===== src/rtl/par_to_ser_pkg.sv =====
// Shared defaults and helpers for the multi-lane parallel-to-serial block.
package par_to_ser_pkg;

    localparam int unsigned DEF_DATA_W = 10;
    localparam logic [DEF_DATA_W-1:0] DEF_IDLE_WORD = 10'b1101010100;

    // Width of a counter that spans 0..w-1 (never narrower than one bit).
    function automatic int unsigned cnt_w(input int unsigned w);
        return (w <= 2) ? 1 : $clog2(w);
    endfunction

endpackage


===== src/rtl/ser_lane.sv =====
// One serial lane: loads a word, then shifts one bit per clock onto a p/n flop pair.
module ser_lane #(
    parameter int unsigned DATA_W    = 10,
    parameter bit          MSB_FIRST = 1'b0
) (
    input  logic              clk_5x,
    input  logic              rst_n,
    input  logic              load,
    input  logic [DATA_W-1:0] load_word,
    output logic              ser_p,
    output logic              ser_n
);

    logic [DATA_W-1:0] shift_q;
    logic [DATA_W-1:0] shift_nxt;
    logic              bit_nxt;

    // On load the first bit goes straight to the output flop; the remainder waits in shift_q.
    always_comb begin
        bit_nxt   = 1'b0;
        shift_nxt = shift_q;
        if (load) begin
            if (MSB_FIRST) begin
                bit_nxt   = load_word[DATA_W-1];
                shift_nxt = load_word << 1;
            end else begin
                bit_nxt   = load_word[0];
                shift_nxt = load_word >> 1;
            end
        end else begin
            if (MSB_FIRST) begin
                bit_nxt   = shift_q[DATA_W-1];
                shift_nxt = shift_q << 1;
            end else begin
                bit_nxt   = shift_q[0];
                shift_nxt = shift_q >> 1;
            end
        end
    end

    always_ff @(posedge clk_5x or negedge rst_n) begin
        if (!rst_n) begin
            shift_q <= '0;
            ser_p   <= 1'b0;
            ser_n   <= 1'b1;
        end else begin
            shift_q <= shift_nxt;
            ser_p   <= bit_nxt;
            ser_n   <= ~bit_nxt;
        end
    end

endmodule


===== src/rtl/par_to_ser_mc.sv =====
// Multi-lane serializer: one-word buffer, shared bit counter, handshake and underflow flag.
module par_to_ser_mc
    import par_to_ser_pkg::*;
#(
    parameter int unsigned       DATA_W    = DEF_DATA_W,
    parameter int unsigned       N_CH      = 3,
    parameter bit                MSB_FIRST = 1'b0,
    parameter logic [DATA_W-1:0] IDLE_WORD = DATA_W'(DEF_IDLE_WORD)
) (
    input  logic                   clk_5x,
    input  logic                   rst_n,
    input  logic [N_CH*DATA_W-1:0] par_data,
    input  logic                   in_valid,
    output logic                   in_ready,
    output logic [N_CH-1:0]        ser_data_p,
    output logic [N_CH-1:0]        ser_data_n,
    output logic                   word_start,
    output logic                   underflow,
    input  logic                   underflow_clr
);

    localparam int unsigned       CNT_W    = cnt_w(DATA_W);
    localparam int unsigned       BUS_W    = N_CH * DATA_W;
    localparam logic [CNT_W-1:0]  LAST_BIT = CNT_W'(DATA_W - 1);

    logic [BUS_W-1:0] buf_q;
    logic [BUS_W-1:0] buf_nxt;
    logic [BUS_W-1:0] lane_words;
    logic             buf_full;
    logic             buf_full_nxt;
    logic             armed;
    logic             armed_nxt;
    logic             underflow_nxt;
    logic [CNT_W-1:0] bit_cnt;
    logic [CNT_W-1:0] bit_cnt_nxt;
    logic             load_c;
    logic             accept_c;

    // The buffer drains on every load edge; a same-edge accept refills it (never bypasses).
    always_comb begin
        load_c        = (bit_cnt == LAST_BIT);
        accept_c      = in_valid && in_ready;
        buf_nxt       = buf_q;
        buf_full_nxt  = buf_full;
        armed_nxt     = armed;
        underflow_nxt = underflow;
        bit_cnt_nxt   = load_c ? '0 : bit_cnt + CNT_W'(1);
        lane_words    = buf_full ? buf_q : {N_CH{IDLE_WORD}};

        if (load_c) begin
            buf_full_nxt = 1'b0;
        end
        if (accept_c) begin
            buf_nxt      = par_data;
            buf_full_nxt = 1'b1;
            armed_nxt    = 1'b1;
        end
        if (load_c && !buf_full && armed) begin
            underflow_nxt = 1'b1;
        end else if (underflow_clr) begin
            underflow_nxt = 1'b0;
        end
    end

    always_ff @(posedge clk_5x or negedge rst_n) begin
        if (!rst_n) begin
            buf_q      <= '0;
            buf_full   <= 1'b0;
            armed      <= 1'b0;
            underflow  <= 1'b0;
            bit_cnt    <= LAST_BIT;
            word_start <= 1'b0;
            in_ready   <= 1'b0;
        end else begin
            buf_q      <= buf_nxt;
            buf_full   <= buf_full_nxt;
            armed      <= armed_nxt;
            underflow  <= underflow_nxt;
            bit_cnt    <= bit_cnt_nxt;
            word_start <= load_c;
            in_ready   <= !buf_full_nxt || (bit_cnt_nxt == LAST_BIT);
        end
    end

    for (genvar i = 0; i < N_CH; i++) begin : g_lane
        ser_lane #(
            .DATA_W    (DATA_W),
            .MSB_FIRST (MSB_FIRST)
        ) u_lane (
            .clk_5x    (clk_5x),
            .rst_n     (rst_n),
            .load      (load_c),
            .load_word (lane_words[i*DATA_W +: DATA_W]),
            .ser_p     (ser_data_p[i]),
            .ser_n     (ser_data_n[i])
        );
    end

endmodule


===== config.mk =====
export PLATFORM = sky130hd
export DESIGN_NAME = par_to_ser_mc
export DESIGN_NICKNAME = d
export VERILOG_FILES = /design/src/rtl/par_to_ser_pkg.sv /design/src/rtl/ser_lane.sv /design/src/rtl/par_to_ser_mc.sv
export SDC_FILE = /design/constraint.sdc
export NUM_CORES = 1
export LEC_CHECK = 0
export CORE_MARGIN = 1.5
export CORE_UTILIZATION = 25
export DETAILED_ROUTE_END_ITERATION = 10
export DONT_BUFFER_PORTS = 1
export PLACE_DENSITY = 0.34
export SYNTH_ARGS = -nofsm -noshare
export SYNTH_HDL_FRONTEND = slang
export SYNTH_SLANG_ARGS = --single-unit
export TNS_END_PERCENT = 20

===== constraint.sdc =====
create_clock -name clk_5x -period 1.9 [get_ports clk_5x]
set_clock_uncertainty 0.05 [all_clocks]
set_input_delay 0.285 -clock clk_5x [delete_from_list [all_inputs] [get_ports clk_5x]]
set_output_delay 0.285 -clock clk_5x [all_outputs]
set_load 0.01 [all_outputs]

==> After elaboration in Yosys (flattened, before gate mapping) <==
Index checks and enable logic that the tools add are counted.
{ "totals": {"input_bits": 34, "elab_cells": 41, "out_inout_bits": 9, "reg_bits": 75} }
{ "op_classes": {"n_eq_ne": 2, "bitwise": 3, "n_addsub": 1, "reduce_logical": 7, "muxes": 12} }
{ "ops": {"columns": ["op", "n"], "rows": [
  ["2-to-1 mux 30 bit", 1],
  ["2-to-1 mux 9 bit", 3],
  ["== test 4 bit (second input constant)", 2],
  ["2-to-1 mux 1 bit", 7],
  ["adder 4 x 1 -> 4 bit (second input constant)", 1],
  ["2-to-1 mux 4 bit", 1],
  ["logical AND 1 bit", 3],
  ["inverter 1 bit", 3],
  ["logical NOT 1 bit", 2],
  ["nonzero test 2 bit", 1],
  ["logical OR 1 bit", 1]
]} }

==> Depth between registers and ports, before layout <==
{ "logic_depth": {"depth_word": 5, "ltp_mapped": 6, "ltp_nobuf": 4} }

==> By module <==
A second synthesis with hierarchy kept.
{ "hier_totals": {"hier_cells": 196, "area_unflattened_um2": 3116.7} }
{ "modules_own_cells": {"columns": ["module", "area_per_inst_um2", "seq_area_each_um2", "cells_per_inst", "n_inst"], "rows": [
  ["par_to_ser_mc", 1806.7, 978.4, 127, 1],
  ["ser_lane", 436.7, 276.5, 23, 3]
]} }

==> Worst setup path before layout <==
No wires, ideal clock.
{ "synth_path": {"path_kind": "register to register", "startpoint": "reg in_ready", "endpoint": "reg buf_q[10]", "n_path_buf": 1, "setup_time_ns": 0.125, "path_slack_ns": 0.615, "path_stages_with_launch": 4, "required_time_ns": 1.725, "synth_period_minus_slack_ns": 1.285, "arrival_time_ns": 1.111, "path_cell_list": "dfrtp_1 -> nand2_1 -> buf_2 -> mux2_2"} }
{ "synth_via": {"elab_chain_len": 1} }
{ "synth_lines": {"columns": ["item", "line", "source"], "rows": [
  ["start, declared", "par_to_ser_mc.sv:14", "output logic in_ready,"],
  ["start signal, assigned", "par_to_ser_mc.sv:81", "in_ready <= !buf_full_nxt || (bit_cnt_nxt == LAST_BIT);"],
  ["logical AND 1 bit", "par_to_ser_mc.sv:42", "accept_c = in_valid && in_ready;"],
  ["end signal, assigned", "par_to_ser_mc.sv:75", "buf_q <= buf_nxt;"],
  ["end, declared", "par_to_ser_mc.sv:26", "logic [BUS_W-1:0] buf_q;"]
]} }
No other way between the ends.
A chain may end at the register's enable or synchronous reset.

==> Final worst setup path <==
{ "layout_path": {"startpoint": "reg bit_cnt[0]", "endpoint": "reg g_lane[1].u_lane.shift_q[1]"} }
{ "layout_via": {"elab_chain_len": 2} }
{ "layout_lines": {"columns": ["item", "line", "source"], "rows": [
  ["start, declared", "par_to_ser_mc.sv:34", "logic [CNT_W-1:0] bit_cnt;"],
  ["start signal, assigned", "par_to_ser_mc.sv:79", "bit_cnt <= bit_cnt_nxt;"],
  ["== test 4 bit", "par_to_ser_mc.sv:41", "load_c = (bit_cnt == LAST_BIT);"],
  ["2-to-1 mux 9 bit", "ser_lane.sv:22", "if (load) begin"],
  ["named net g_lane[1].u_lane.shift_nxt[1]", "ser_lane.sv:15", "logic [DATA_W-1:0] shift_nxt;"],
  ["end signal, assigned", "ser_lane.sv:47", "shift_q <= shift_nxt;"],
  ["end, declared", "ser_lane.sv:14", "logic [DATA_W-1:0] shift_q;"]
]} }
The timed path passes the listed nets, and every way through them passes these cells.

==> flow_metrics.env <==
export IMPL_status="finished, violations left"
export IMPL_violations="negative hold slack"
export IMPL_synth_top_area_cell="dfrtp_1"
export IMPL_post_cts_buffers=0
export IMPL_io_buffers=0
export IMPL_postCtsResizedCells=0
export IMPL_grt_usage_pct=10.3
export IMPL_path_clk_slew_ns=0.06
export IMPL_timing_rr_end="g_lane[1].u_lane.shift_q[1]$_DFF_PN0_"
export IMPL_max_cap_violations=0
export IMPL_powerDensity_nw_per_um2=1260
export IMPL_setup_ws_ns=0.358
export IMPL_die_h_um=109
export IMPL_use_met2_pct=15.3
export IMPL_yosysSeqAreaShare_pct=64.1
export IMPL_synth_top_cell_area_share_pct=59.4
export IMPL_ys_async_sr_fraction_pct=100
export IMPL_grt_pass1_wl_mm=9.06
export IMPL_worstPathArrival_ns=1.72
export IMPL_leakage_nw=1.56
export IMPL_layout_drive_gt1_share_pct=25.1
export IMPL_wl_per_cell_um=14.5
export IMPL_cts_buffer_depth=2
export IMPL_rsz0062_at_grt="no"
export IMPL_synth_area_per_cell_sq_um=12.1
export IMPL_io_pin_count=43
export IMPL_fmax_mhz=649
export IMPL_dpl_hpwl_mm=3.33
export IMPL_cts_tree="done"
export IMPL_rrSetupSlack_ns=0.36
export IMPL_fin_crit_ns=1.54
export IMPL_fin_tns_setup_ns=0
export IMPL_core_sq_um=10900
export IMPL_syn_area_sq_um=2820
export IMPL_drt_wl_total_mm=5.42
export IMPL_post_synth_top_count_cell="dfrtp_1"
export IMPL_htree_levels=3
export IMPL_relSlewSlack_pct=70.3
export IMPL_ir_drop_mv=0.390
export IMPL_area_growth_pct=15.5
export IMPL_worstMarginPinSlew_ns=0.445
export IMPL_holdBufCountCts=1
export IMPL_synth_commonest_cells="67 x dfrtp_1, 35 x nand2_1, 31 x mux2_2, 19 x inv_1"
export IMPL_synthFlopType="dfrtp_1"
export IMPL_start_util_pct=25.8
export IMPL_whs_ns=-0.401
export IMPL_busiest_layer="met2"
export IMPL_hold_viol=72
export IMPL_clk_latency_ns=0.33
export IMPL_synth_area_leaders="dfrtp_1 59%, mux2_2 12%, dfstp_2 4.7%"
export IMPL_dr_pass1_iters=4
export IMPL_grt_pass1_vias=1729
export IMPL_overflow=0
export IMPL_drv_slew=0
export IMPL_numCtsBuffers=9
export IMPL_cp_end_kind="flip-flop"
export IMPL_syn_nets=267
export IMPL_worstPathRequired_ns=2.08
export IMPL_die_w_um=109
export IMPL_synth_edf_count=0
export IMPL_die_area_sq_um=11900
export IMPL_n_antenna_cell=0
export IMPL_cts_root_buf="clkbuf_16"
export IMPL_worstSetupStartpointType="flip-flop"
export IMPL_post_route_period_util_pct=81.1
export IMPL_ys_warn_count=0
export IMPL_grt_util_met3_pct=3.89
export IMPL_critPathMaxFanout=37
export IMPL_synthDistinctLibCells=25
export IMPL_timing_rr_start="bit_cnt[0]$_DFF_PN1_"
export IMPL_final_nets=264
export IMPL_nFillCells=1138
export IMPL_cts_sinks=72
export IMPL_first_iter_violations=59
export IMPL_synth_seq_cells=72
export IMPL_num_vias=1586
export IMPL_path_class="reg2reg"
export IMPL_hold_path_class="in2async"
export IMPL_via_per_inst=4.23
export IMPL_grt_use_met1_pct=13.2
export IMPL_design_area_sq_um=3260
export IMPL_antenna_found_initial=0
export IMPL_row_count=38
export IMPL_rr_worst_depth=5
export IMPL_grt_max_degree=73
export IMPL_setup_violations_final=0
export IMPL_synthCells=233
export IMPL_ant_nets=0
export IMPL_drc=0
export IMPL_place_worst_setup_slack_ns=0.356
export IMPL_dpl_instance_area_sq_um=2910
export IMPL_place_congestion=0.648
[per-stage QoR]
step | instances | util [%] | hold slack (ns) | total power, W
after floorplan | 233 | - | -0.0606 | 0.00220
after global placement | 358 | 26.6 | -0.0585 | 0.00225
after global routing | 375 | 29.8 | -0.427 | 0.00433
final | 375 | 29.8 | -0.401 | 0.00411
after CTS | 375 | 29.8 | -0.421 | 0.00419
after detailed placement | 358 | 26.6 | -0.0588 | 0.00226
[worst max path at each step]
stage,end,start
after floorplan,buf_q[10]$_DFFE_PN0P_,in_ready$_DFF_PN0_
after global placement,g_lane[1].u_lane.shift_q[1]$_DFF_PN0_,bit_cnt[0]$_DFF_PN1_
after detailed placement,g_lane[1].u_lane.shift_q[1]$_DFF_PN0_,bit_cnt[0]$_DFF_PN1_
after CTS,g_lane[1].u_lane.shift_q[1]$_DFF_PN0_,bit_cnt[0]$_DFF_PN1_
after global routing,g_lane[0].u_lane.shift_q[3]$_DFF_PN0_,bit_cnt[0]$_DFF_PN1_
final,g_lane[1].u_lane.shift_q[1]$_DFF_PN0_,bit_cnt[0]$_DFF_PN1_
[cell usage in the layout (no fill, tap or decap), types with 2 or more instances in the layout]
master	count
a21oi_1	4
a31oi_1	12
buf_4	3
bufinv_16	2
clkbuf_16	9
clkbuf_8	3
clkinvlp_4	2
dfrtp_1	67
dfstp_2	5
inv_1	19
mux2_2	31
nand2_1	34
nand3_1	13
nor2_1	13
o21a_1	3
o21ai_0	3
[registers in the layout, summed over array words and instances, names as in the netlist]
name / cells
word_start: 1
bit_cnt: 4
g_lane.u_lane.ser_p: 3
g_lane.u_lane.shift_q: 27
in_ready: 1
g_lane.u_lane.ser_n: 3
buf_q: 30
armed: 1
buf_full: 1
underflow: 1
[final cells by class]
| type | count | area, sq um | area share (%) |
|---|---|---|---|
| repair buffers | 5 | 52.6 | 1.61 |
| multi-input cells | 122 | 798 | 24.5 |
| flip-flops and latches | 72 | 1810 | 55.5 |
| inverters | 20 | 82.6 | 2.53 |
| clock buffers | 12 | 267 | 8.18 |
| well taps | 140 | 175 | 5.38 |
| clock inverters | 4 | 75.1 | 2.30 |
[report_power, final]
part	total, W	internal [W]	switching (W)
Combinational	0.000345	0.000195	0.000150
Clock	0.00188	0.00126	0.000628
Sequential	0.00188	0.00176	0.000121
[metal layers]
layer	wire, um	up-vias
met3	293	7
met4	85	0
met5	0	-
li1	-	753
met1	2520	793
met2	2530	33
[cells by family after synthesis]
family,count (synthesis),share of synthesized area (%)
buffers and inverters,39,7.72
flip-flops,72,64.1
XOR/XNOR,1,0.310
multiplexers,31,12.4
AO/OA/AOI/OAI,26,5.94
AND/OR/NAND/NOR,64,9.58
[worst max-delay path, cell delays in order, from the launching register on]
cell	delay, ns
dfstp_2	0.56
nand4bb_1	0.11
buf_4	0.25
inv_8	0.21
nor2_1	0.06
a31oi_1	0.18
Note: power is estimated with default switching activity, not from simulation.
